$ cat src/rtl/cnn_mul_share_arb.sv
// rtl/cnn_mul_share_arb.sv - round-robin shared signed multiplier with tagged, backpressured response
// One multiplier time-shared by NUM_REQ lanes; the pipeline advances only when the output is free or consumed.
module cnn_mul_share_arb #(
  parameter int NUM_REQ     = 4,
  parameter int ID_WIDTH    = 2,
  parameter int DIN0_WIDTH  = 9,
  parameter int DIN1_WIDTH  = 14,
  parameter int DOUT_WIDTH  = 23,
  parameter int MUL_LATENCY = 2
) (
  input  logic                             ap_clk,
  input  logic                             ap_rst,
  input  logic [NUM_REQ-1:0]               req_valid,
  output logic [NUM_REQ-1:0]               req_ready,
  input  logic [NUM_REQ*DIN0_WIDTH-1:0]    req_din0,
  input  logic [NUM_REQ*DIN1_WIDTH-1:0]    req_din1,
  output logic                             rsp_valid,
  output logic [ID_WIDTH-1:0]              rsp_id,
  output logic [DOUT_WIDTH-1:0]            rsp_dout,
  input  logic                             rsp_ready,
  output logic                             idle
);

  localparam int                LP_SW   = ID_WIDTH + 1;
  localparam logic [LP_SW-1:0]  LP_N    = LP_SW'(NUM_REQ);
  localparam logic [ID_WIDTH-1:0] LP_LAST = ID_WIDTH'(NUM_REQ - 1);

  logic [ID_WIDTH-1:0]   r_ptr;
  logic [MUL_LATENCY-1:0] r_vld;
  logic [ID_WIDTH-1:0]   r_id [MUL_LATENCY];
  logic [DIN0_WIDTH-1:0] r_a;
  logic [DIN1_WIDTH-1:0] r_b;

  logic                  w_en;
  logic                  w_found;
  logic                  w_acc;
  logic [ID_WIDTH-1:0]   w_gnt;
  logic [LP_SW-1:0]      w_sum;
  logic [DIN0_WIDTH-1:0] w_din0;
  logic [DIN1_WIDTH-1:0] w_din1;
  logic [DOUT_WIDTH-1:0] w_a_ext;
  logic [DOUT_WIDTH-1:0] w_b_ext;
  logic [DOUT_WIDTH-1:0] w_prod;

  assign rsp_valid = r_vld[MUL_LATENCY-1];
  assign rsp_id    = r_id[MUL_LATENCY-1];
  assign w_en      = !rsp_valid || rsp_ready;
  assign idle      = !(|r_vld) && !(|req_valid);

  // First valid lane at or above the pointer, wrapping past the last lane.
  always_comb begin
    w_found = 1'b0;
    w_gnt   = '0;
    w_sum   = '0;
    for (int k = 0; k < NUM_REQ; k++) begin
      w_sum = {1'b0, r_ptr} + LP_SW'(k);
      if (w_sum >= LP_N) w_sum = w_sum - LP_N;
      if (!w_found && req_valid[w_sum[ID_WIDTH-1:0]]) begin
        w_found = 1'b1;
        w_gnt   = w_sum[ID_WIDTH-1:0];
      end
    end
  end

  always_comb begin
    req_ready = '0;
    if (!ap_rst && w_en && w_found) req_ready[w_gnt] = 1'b1;
  end

  assign w_acc  = |(req_valid & req_ready);
  assign w_din0 = req_din0[w_gnt*DIN0_WIDTH +: DIN0_WIDTH];
  assign w_din1 = req_din1[w_gnt*DIN1_WIDTH +: DIN1_WIDTH];

  // Sign-extending both operands to the full product width keeps the low bits exact.
  assign w_a_ext = {{DIN1_WIDTH{r_a[DIN0_WIDTH-1]}}, r_a};
  assign w_b_ext = {{DIN0_WIDTH{r_b[DIN1_WIDTH-1]}}, r_b};
  assign w_prod  = w_a_ext * w_b_ext;

  always_ff @(posedge ap_clk) begin
    if (ap_rst) begin
      r_ptr <= '0;
      r_vld <= '0;
      r_a   <= '0;
      r_b   <= '0;
      for (int i = 0; i < MUL_LATENCY; i++) r_id[i] <= '0;
    end else begin
      if (w_acc) begin
        r_ptr <= (w_gnt == LP_LAST) ? '0 : w_gnt + 1'b1;
        r_a   <= w_din0;
        r_b   <= w_din1;
      end
      if (w_en) begin
        r_vld[0] <= w_acc;
        r_id[0]  <= w_gnt;
        for (int i = 1; i < MUL_LATENCY; i++) begin
          r_vld[i] <= r_vld[i-1];
          r_id[i]  <= r_id[i-1];
        end
      end
    end
  end

  generate
    if (MUL_LATENCY == 1) begin : g_lat1
      assign rsp_dout = w_prod;
    end else begin : g_latn
      logic [DOUT_WIDTH-1:0] r_p [1:MUL_LATENCY-1];
      always_ff @(posedge ap_clk) begin
        if (ap_rst) begin
          for (int i = 1; i < MUL_LATENCY; i++) r_p[i] <= '0;
        end else if (w_en) begin
          r_p[1] <= w_prod;
          for (int i = 2; i < MUL_LATENCY; i++) r_p[i] <= r_p[i-1];
        end
      end
      assign rsp_dout = r_p[MUL_LATENCY-1];
    end
  endgenerate

endmodule

$ cat config.mk
export PLATFORM = sky130hd
export DESIGN_NAME = cnn_mul_share_arb
export DESIGN_NICKNAME = d
export VERILOG_FILES = /design/src/rtl/cnn_mul_share_arb.sv
export SDC_FILE = /design/constraint.sdc
export NUM_CORES = 1
export LEC_CHECK = 0
export BUFFER_PORTS_ARGS = -buffer_cell sky130_fd_sc_hd__buf_2
export CORE_ASPECT_RATIO = 1.25
export CORE_MARGIN = 3
export CORE_UTILIZATION = 40
export DETAILED_ROUTE_END_ITERATION = 8
export SYNTH_ARGS = -nofsm -noshare
export SYNTH_HDL_FRONTEND = slang
export SYNTH_SLANG_ARGS = --single-unit
$ cat constraint.sdc
create_clock -name ap_clk -period 14.4 [get_ports ap_clk]
set_clock_uncertainty 0.2 [all_clocks]
set_input_delay 2.16 -clock ap_clk [delete_from_list [all_inputs] [get_ports ap_clk]]
set_output_delay 2.16 -clock ap_clk [all_outputs]
set_load 0.02 [all_outputs]
==> summary.txt, run 1 <==
Clock network
  • Clk_lat worst skew: 0.31 ns
  • Num CTS Buffers: 5
  • Clk buf depth: 2
  • Reg clk slew, reported paths: 0.08 ns
  • Post-CTS setup buffers: 0
  • Hold buffer count at CTS: 0
  • TritonCTS clock tree: built
  • CTS Sinks: 54
  • Clock Root Buffer: clkbuf_16
  • Post-CTS Resized: 0
  • CTS H-tree lvls: 2

Layout
  • Nets: 1,052
  • # diodes: 0
  • Design area: 7906 um2
  • Register cell area after layout: 1351 um2
  • Layout cells sized above 1: 0.1870
  • Post-route core utilization: 0.4657
  • Filler cell count: 1,678
  • Multi-input gate area: 5141 um2
  • Area growth syn-to-layout: 13.08%

Critical path
  • Worst reg2reg path endpoint: g_latn.r_p[1][21]
  • Critical R2R Launch: r_a[0]
  • FF-to-FF setup slack: 8.72 ns
  • Worst-case reg-to-reg path depth: 16
  • Worst Setup SP: req_valid[0]
  • Worst setup EP type: output port
  • CP max FO: 50
  • Crit path DAT: 3.98 ns
  • Crit path to: req_ready[3]
  • Critical Path Source Type: input pin
  • Worst EP required: 12.04 ns
  • Setup CP Type: input pin to output port

Route
  • 1st-pass router iterations: 4
  • Number of routed nets with antenna violations: 0
  • Final wirelength: 16,140 um
  • Vias per cell: 5.100
  • Iter 0 DRT Violations: 230
  • Vias: 5,187
  • Residual DRC: 0
  • Wire per inst: 15.87 um

Yosys
  • Post-synth top area cell: fa_1
  • Count of cell types in the netlist: 49
  • Post-synthesis mux area share: 0.06586
  • Top-count cell post-synth: fa_1
  • Adder-cell share of the synthesized area: 0.3937
  • Synth Instances: 698
  • Yosys warns: 0
  • Post-synthesis xor/xnor area fraction: 0.02130
  • Sequential share of the synthesized area: 0.1933
  • Simple-gate share of the synthesized area: 0.1625
  • Synth top area share: 0.3006
  • Largest family of logic cells by synthesized area: adder cells
  • Synthesized area: 6992 um2
  • Post-synth top cells: fa_1, inv_1, and2_1, nand2_1, ha_1
  • Synth area leaders: fa_1, edfxtp_1, ha_1, dfxtp_1, mux2i_1
  • Dominant synthesized flop cell: edfxtp_1
  • Post-Syn Area per Cell: 10.02 um2
  • Post-Syn Nets: 954
  • Yosys reg bits: 54
  • Compound-Gate Fraction of Synth Area: 0.09091
  • Asr flop ratio synth: 0
  • Number of synthesized flops with an enable pin: 27

Power
  • PD cells: 106.0 nW/um2
  • Combinational Power Share: 0.539
  • Worst IR drop on VDD: 68.71 uV
  • Clock power frac: 0.154
  • Static Leak: 4.262 nW
  • Sw frac: 0.4443
  • Int Power: 0.0004657 W
  • Net Sw Power: 0.0003723 W
  • Flop pwr share: 0.308

Floorplan
  • Die Wd: 124.3 um
  • Die area: 19,110 um2
  • Core Box Area: 16,980 um2
  • # rows: 53
  • Die height: 153.8 um
  • Initial Utilization: 0.4119
  • I/O pin count: 130

Job
  • Max-cap violation count: 0

Outcome
  • Run status: completed

STA
  • Final worst path period share: 0.4401
  • Slew Limit Headroom: 0.3548
  • FMAX: 0.1578 GHz
  • Slew Viols, Final: 0
  • Worst-margin pin slew: 0.9651 ns
  • Hold Violations, Final: 0
  • Setup TNS: 0 ns
  • Unrepaired setup endpoints after global routing: false
  • PnR worst setup slack: 8.063 ns
  • Final Critical Period: 6.337 ns
  • WHS: 0.3000 ns
  • Setup violators final: 0

Global route
  • Routing usage on met3: 0.02780
  • Met1 usage: 0.2150
  • Met2 usage: 0.3178
  • First-pass GRT wire length: 27,240 um
  • Initial antenna violation count: 1
  • Total grt overflow: 0
  • Largest net degree at the start of global routing: 51
  • GR peak layer: met2
  • Vias in the first global route: 5,401
  • GRT Util Overall: 0.1736

Placement
  • Placed instance area: 7755 um2
  • PortBufs: 129
  • Placer Congestion: 0.8232
  • Post-Place Worst Slack: 8.075 ns
  • Post-DP HPWL: 13,020 um

Min path
  • Worst Hold Class: flop to flop
## kinds of logic after synthesis
group | Yosys count
adder cells (fa/ha/maj) | 157
buffers and inverters | 127
AND/OR/NAND/NOR | 214
AO/OA/AOI/OAI | 83
XOR/XNOR | 17
multiplexers | 46
flip-flops | 54
## stage by stage
step                instances   power, W
global route             1017  0.0009281
detailed placement       1009  0.0007249
CTS                      1017  0.0008582
floorplan                 698  0.0005898
finish                   1017  0.0008380
global placement         1009  0.0007200
## registers in the layout, indices dropped and copies added (netlist names)
signal	count
r_id	4
r_b	14
r_vld	2
g_latn.r_p	23
r_a	9
r_ptr	2
## power by group through the flow
stage | Clock (W) | Sequential [W] | Combinational (W)
6_report | 0.000129 | 0.000258 | 0.000451
5_1_grt | 0.000140 | 0.000265 | 0.000523
4_1_cts | 0.000134 | 0.000258 | 0.000466
3_5_place_dp | 0 | 0.000261 | 0.000464
3_3_place_gp | 0 | 0.000262 | 0.000458
2_1_floorplan | 0 | 0.000253 | 0.000336
## how the worst min path moves through the flow
stage / start / end / slack (ns) / depth (start not counted)
after detailed placement: r_vld[0] / r_vld[0] / 0.28 / 2
final: r_vld[0] / r_vld[0] / 0.30 / 2
after global placement: r_vld[0] / r_vld[0] / 0.28 / 2
after CTS: r_vld[0] / r_vld[0] / 0.30 / 2
after floorplan: r_vld[0] / r_vld[0] / 0.26 / 2
after global routing: r_vld[0] / r_vld[0] / 0.33 / 2
## layout make-up
type	instances	share of cell area
Clock buffer	5	0.01583
Clock inverter	3	0.003323
Inverter	87	0.04130
Multi-Input combinational cell	517	0.6503
Sequential cell	54	0.1709
Tap cell	220	0.03482
Timing Repair Buffer	131	0.08356
## layout by cell type (no fill, tap or decap), types with 12 or more instances in the layout
cell,n
inv_1,86
o221ai_1,23
buf_2,129
fa_1,105
nand2_1,60
a21oi_1,14
mux2i_1,46
xnor2_1,12
and2_1,67
nor2_1,32
edfxtp_1,27
dfxtp_1,27
nand3b_1,23
ha_1,52
## worst max-delay path: stages
cell and delay [ns]:
buf_2 0.13, a21o_1 0.12, a21oi_1 0.09, o22ai_4 0.14
buf_4 0.65, inv_1 0.15, ha_1 0.25, and2_1 0.14
buf_2 0.15
## layer usage
| metal | up-vias | share of wire |
|---|---|---|
| li1 | 2502 | - |
| met1 | 2578 | 0.41 |
| met2 | 85 | 0.55 |
| met3 | 20 | 0.028 |
| met4 | 2 | 0.017 |
| met5 | - | 0.00081 |
Power figures use the tool's default switching activity.
==> run 2, diff against run 1 <==
==> constraint.sdc (replaced) <==
create_clock -name ap_clk -period 6 [get_ports ap_clk]
set_clock_uncertainty 0.2 [all_clocks]
set_input_delay 0.9 -clock ap_clk [delete_from_list [all_inputs] [get_ports ap_clk]]
set_output_delay 0.9 -clock ap_clk [all_outputs]
set_load 0.02 [all_outputs]
==> run 2 against run 1 <==
Against the previous run: via count up 2.1%; critical endpoint is now g_latn.r_p[1][21]; count of clock-buffer cells in the layout unchanged; sequential power up 130%; clock power up 150%; utilization up 0.40 points; cell count up 0.88%; wire length up 2.5%.
==> summary.txt, run 2 (synthesis gave the netlist of run 1 again) <==
Layout
  • Layout cells sized above 1: 0.1960 (+0.009079)
  • Biggest regs: g_latn.r_p (23), r_b (14), r_a (9)
  • Nets: 1,061 (+0.86%)
  • Post-route core utilization: 0.4697 (+0.003980)
  • Largest register FFs: 23 (unchanged)
  • # diodes: 0 (unchanged)
  • Area growth syn-to-layout: 14.05%
  • Largest reg by FF count: g_latn.r_p
  • Commonest non-fill, non-tap cell in the layout: buf_2
  • Most frequent cells in the layout: buf_2, fa_1, inv_1, and2_1, nand2_1
  • Filler cell count: 1,678 (unchanged)

Clock network
  • Hold buffer count at CTS: 0 (unchanged)
  • Clock Root Buffer: clkbuf_16
  • TritonCTS clock tree: built
  • Post-CTS setup buffers: 0 (unchanged)
  • Clk_lat worst skew: 0.31 ns (about the same)
  • Reg clk slew, reported paths: 0.09 ns (about the same)
  • Post-CTS Resized: 0 (unchanged)
  • Clk buf depth: 2 (unchanged)
  • CTS H-tree lvls: 2 (unchanged)
  • CTS Sinks: 54 (unchanged)
  • Num CTS Buffers: 5 (unchanged)

STA
  • Unrepaired setup endpoints after global routing: false
  • Final worst path period share: 0.9346
  • Slew Limit Headroom: 0.3617 (+0.006840)
  • FMAX: 0.1783 GHz
  • Final Critical Period: 5.608 ns
  • Worst-margin pin slew: 0.9552 ns (-0.009870 ns)
  • WHS: 0.3051 ns (+0.005085 ns)
  • Setup TNS: 0 ns (unchanged)
  • PnR worst setup slack: 0.3923 ns (-7.670 ns)
  • Setup violators final: 0 (unchanged)
  • Slew Viols, Final: 0 (unchanged)
  • Hold Violations, Final: 0 (unchanged)

Global route
  • First-pass GRT wire length: 27,180 um (-0.23%)
  • GRT Util Overall: 0.1745 (+0.0009975)
  • Total grt overflow: 0 (unchanged)
  • Initial antenna violation count: 0 (-1)
  • Vias in the first global route: 5,569 (+3.1%)
  • Largest net degree at the start of global routing: 41 (-20%)

Critical path
  • Worst setup EP type: flop
  • Critical Path Source Type: flop
  • FF-to-FF setup slack: 0.39 ns (-8.33 ns)
  • Worst EP required: 5.85 ns (-6.19 ns)
  • Setup CP Type: flop to flop
  • CP max FO: 15 (-70%)
  • Crit path DAT: 5.45 ns (+1.47 ns)

Floorplan
  • Die height: 153.8 um (unchanged)
  • # rows: 53 (unchanged)
  • Initial Utilization: 0.4119 (unchanged)
  • Die Wd: 124.3 um (unchanged)
  • Die area: 19,110 um2 (unchanged)
  • Core Box Area: 16,980 um2 (unchanged)
  • I/O pin count: 130 (unchanged)

Power
  • Net Sw Power: 0.0009079 W (+140%)
  • Sw frac: 0.4452 (+0.0009482)
  • Static Leak: 4.310 nW (+1.1%)
  • Int Power: 0.001131 W (+140%)
  • Clock power frac: 0.155 (about the same)
  • Total power: 0.002039 W (+140%)
  • PD cells: 255.7 nW/um2 (+140%)
  • Worst IR drop on VDD: 140.8 uV (+100%)
  • Combinational Power Share: 0.553 (+0.014)
  • Flop pwr share: 0.292 (-0.016)

Job
  • Max-cap violation count: 0 (unchanged)

Route
  • Residual DRC: 0 (unchanged)
  • Vias per cell: 5.161 (+1.2%)
  • 1st-pass router iterations: 4 (unchanged)
  • Iter 0 DRT Violations: 302 (+31%)
  • Final wirelength: 16,540 um (+2.5%)
  • Number of routed nets with antenna violations: 0 (unchanged)
  • Vias: 5,295 (+2.1%)
  • Wire per inst: 16.12 um (+1.6%)

Placement
  • PortBufs: 129 (unchanged)
  • Post-Place Worst Slack: 0.4219 ns (-7.653 ns)
  • Placer Congestion: 0.8109 (-1.5%)
  • Post-DP HPWL: 13,550 um (+4.1%)

Outcome
  • Run status: completed

Min path
  • Worst Hold Class: flop to flop
## run 2: cell type report
| type | instances | area, um2 | share of cell area |
|---|---|---|---|
| clock inverters | 3 | 26.28 | 0.003295 |
| repair buffers | 140 | 728.2 | 0.09132 |
| flip-flops and latches | 54 | 1351 | 0.1695 |
| clock buffers | 5 | 125.1 | 0.01569 |
| inverters | 87 | 326.6 | 0.04095 |
| multi-input cells | 517 | 5141 | 0.6448 |
| well taps | 220 | 275.3 | 0.03452 |
## run 2: final timing paths
path / from / end / cells past startpoint
worst min-delay path: r_vld[0] / r_vld[1] / 2
worst max-delay path: r_a[0] / g_latn.r_p[1][21] / 16
worst min register to register: r_vld[0] / r_vld[1] / 2
worst max register to register: r_a[0] / g_latn.r_p[1][21] / 16
## run 2: power groups by stage
| stage | clock network [W] | registers (W) | logic (W) |
|---|---|---|---|
| 2_1_floorplan | 0 | 0.000608 | 0.000808 |
| 3_3_place_gp | 0 | 0.000604 | 0.00114 |
| 3_5_place_dp | 0 | 0.000601 | 0.00115 |
| 4_1_cts | 0.000325 | 0.000595 | 0.00116 |
| 5_1_grt | 0.000334 | 0.000611 | 0.00130 |
| 6_report | 0.000317 | 0.000595 | 0.00113 |
## run 2: layer usage
| metal | up-vias | wire length, um | GRT usage |
|---|---|---|---|
| met5 | - | 0 | 0 |
| met4 | 0 | 385 | 0.05431 |
| met3 | 26 | 605 | 0.02745 |
| met2 | 102 | 9112 | 0.3240 |
| met1 | 2642 | 6437 | 0.2062 |
| li1 | 2525 | - | - |
## run 2: through the flow
| step | cell area (um2) | std cells |
|---|---|---|
| floorplan | 6992 | 698 |
| CTS | 7974 | 1026 |
| global route | 7974 | 1026 |
| finish | 7974 | 1026 |
| global placement | 7823 | 1018 |
| detailed placement | 7823 | 1018 |
## run 2: critical path, cell delays in order, from the launching register on
cell,delay (ns)
dfxtp_1,0.68
nand2_1,0.23
fa_1,0.72
inv_1,0.15
fa_1,0.49
fa_1,0.55
inv_1,0.05
fa_1,0.47
inv_1,0.04
ha_1,0.26
ha_1,0.34
a21o_1,0.21
a21o_1,0.22
o21a_1,0.18
a311o_1,0.33
xnor2_1,0.16
nor2_1,0.06
==> run 3, diff against run 2 <==
--- a/config.mk
+++ b/config.mk
@@ -10,6 +10,7 @@
 export CORE_MARGIN = 3
 export CORE_UTILIZATION = 40
 export DETAILED_ROUTE_END_ITERATION = 8
+export GPL_TIMING_DRIVEN = 0
 export SYNTH_ARGS = -nofsm -noshare
 export SYNTH_HDL_FRONTEND = slang
 export SYNTH_SLANG_ARGS = --single-unit
==> run 3 against run 2 <==
Against the previous run: utilization up 0.65 points; sequential share of layout area down 0.23 points; hold slack better by 0.0060 ns; clock power about the same; flip-flop and latch count unchanged; first-iteration DRC count down 27%; register-to-register slack worse by 0.096 ns; critical path type unchanged; critical endpoint unchanged; largest cell class unchanged.
==> summary.txt, run 3 (synthesis gave the netlist of run 1 again) <==
Outcome
  • Run status: completed

Floorplan
  • # rows: 53 (unchanged)
  • Die area: 19,110 um2 (unchanged)
  • I/O pin count: 130 (unchanged)
  • Die height: 153.8 um (unchanged)
  • Core Box Area: 16,980 um2 (unchanged)
  • Die Wd: 124.3 um (unchanged)
  • Initial Utilization: 0.4119 (unchanged)

Clock network
  • Clk_lat worst skew: 0.32 ns (about the same)
  • CTS H-tree lvls: 2 (unchanged)
  • Hold buffer count at CTS: 0 (unchanged)
  • Post-CTS Resized: 0 (unchanged)
  • Clk buf depth: 2 (unchanged)
  • Num CTS Buffers: 5 (unchanged)
  • Post-CTS setup buffers: 0 (unchanged)
  • Clock Root Buffer: clkbuf_16
  • TritonCTS clock tree: built
  • Reg clk slew, reported paths: 0.08 ns (about the same)
  • CTS Sinks: 54 (unchanged)

Layout
  • # diodes: 0 (unchanged)
  • Post-route core utilization: 0.4762 (+0.006486)
  • Multi-input gate area: 5147 um2 (+0.12%)
  • Register cell area after layout: 1351 um2 (unchanged)
  • Largest reg by FF count: g_latn.r_p
  • Area growth syn-to-layout: 15.62%
  • Filler cell count: 1,721 (+2.6%)
  • Biggest regs: g_latn.r_p (23), r_b (14), r_a (9)
  • Largest register FFs: 23 (unchanged)
  • Layout cells sized above 1: 0.2026 (+0.006608)
  • Commonest non-fill, non-tap cell in the layout: buf_2
  • Design area: 8084 um2 (+1.4%)
  • Most frequent cells in the layout: buf_2, fa_1, inv_1, and2_1, nand2_1
  • Nets: 1,089 (+2.6%)

STA
  • Worst-margin pin slew: 0.7357 ns (-0.2194 ns)
  • Slew Limit Headroom: 0.5095 (+0.1478)
  • Unrepaired setup endpoints after global routing: false
  • FMAX: 0.1753 GHz (-1.7%)
  • Hold Violations, Final: 0 (unchanged)
  • Setup TNS: 0 ns (unchanged)
  • Setup violators final: 0 (unchanged)
  • Slew Viols, Final: 0 (unchanged)
  • PnR worst setup slack: 0.2960 ns (-0.09635 ns)
  • Final Critical Period: 5.704 ns (+0.09635 ns)
  • Final worst path period share: 0.9507 (+0.01606)

Global route
  • Vias in the first global route: 5,596 (+0.48%)
  • Initial antenna violation count: 0 (unchanged)
  • First-pass GRT wire length: 28,030 um (+3.1%)
  • Total grt overflow: 0 (unchanged)
  • GRT Util Overall: 0.1823 (+0.007787)
  • Largest net degree at the start of global routing: 29 (-29%)

Critical path
  • Setup CP Type: flop to flop
  • Worst Setup SP: r_a[8]
  • CP Buf/Inv Count: 1 (-2)
  • Cell chain of the critical path: inv_1, nor2_1, fa_1, fa_1, fa_1, fa_1, ha_1, ha_1, and3_4, a221oi_4, a221oi_2, a311o_1, xnor2_1, nor2_1
  • Worst EP required: 5.84 ns (about the same)
  • CP max FO: 12 (-3)
  • Crit path DAT: 5.55 ns (+0.10 ns)
  • Critical R2R Launch: r_a[8]
  • Slowest Stage Delay on Critical Path: 0.56 ns (-0.16 ns)
  • Critical Path Source Type: flop
  • CP most frequent cell: fa_1
  • Crit path max-delay family: adder cells
  • CP max stage cell: dfxtp_1
  • Worst setup EP type: flop

Route
  • Vias per cell: 5.114 (-0.91%)
  • Final wirelength: 17,060 um (+3.1%)
  • Number of routed nets with antenna violations: 0 (unchanged)
  • Vias: 5,390 (+1.8%)
  • Iter 0 DRT Violations: 220 (-27%)
  • 1st-pass router iterations: 4 (unchanged)
  • Residual DRC: 0 (unchanged)
  • Wire per inst: 16.18 um (+0.38%)

Placement
  • PortBufs: 129 (unchanged)
  • Placed instance area: 7913 um2 (+1.2%)
  • Placer Congestion: 0.8462 (+4.4%)
  • Post-Place Worst Slack: 0.06957 ns (-0.3523 ns)
  • Post-DP HPWL: 13,990 um (+3.2%)

Power
  • Worst IR drop on VDD: 186.6 uV (+32%)
  • Static Leak: 4.360 nW (+1.2%)
  • Total power: 0.002066 W (+1.3%)
  • PD cells: 255.6 nW/um2 (about the same)

Job
  • Max-cap violation count: 0 (unchanged)

Min path
  • Worst Hold Class: flop to flop
  • Hold_sp: r_vld[0]
run 3: cell count changes in the layout (fill, tap and decap cells not counted), sizes merged:
cell,delta
clkbuf,+25
buf,+3
run 3: path summary, 6_finish.rpt:
check	end	cells after the start	slack (ns)
worst max-delay path	g_latn.r_p[1][21]	14	0.30
worst max register to register	g_latn.r_p[1][21]	14	0.30
worst min-delay path	r_vld[0]	2	0.31
worst min register to register	r_vld[0]	2	0.31
run 3: stage by stage:
stage / hold WS (ns) / std cells
6_report: 0.3111 / 1054
5_1_grt: 0.3242 / 1054
4_1_cts: 0.3052 / 1055
3_5_place_dp: 0.2902 / 1047
3_3_place_gp: 0.2822 / 1047
2_1_floorplan: 0.2592 / 698
run 3: per-layer routing:
layer  wire length, um  global-route usage
met5                 0                   0
met4               247             0.04439
met1              7068              0.2304
met3               638             0.02814
met2              9102              0.3276
run 3: cell type report:
type | count | area share
Clock inverter | 3 | 0.003250
Multi-Input combinational cell | 517 | 0.6367
Buffer | 39 | 0.02306
Tap cell | 220 | 0.03405
Timing Repair Buffer | 129 | 0.07986
Sequential cell | 54 | 0.1672
Inverter | 87 | 0.04040
Clock buffer | 5 | 0.01548
run 3: worst min-delay path: cells and delay by family, from the launching register on:
family / cells / cell delay [ns]
buffers and inverters: 1 / 0.06
AO/OA/AOI/OAI: 1 / 0.07
flip-flops: 1 / 0.34
run 3: report_power, final:
part | switching, W | leakage (nW) | internal (W)
clock network | 0.000158 | 0.0748 | 0.000159
logic | 0.000720 | 3.74 | 0.000489
registers | 0.0000477 | 0.544 | 0.000492
total | 0.000926 | 4.36 | 0.00114
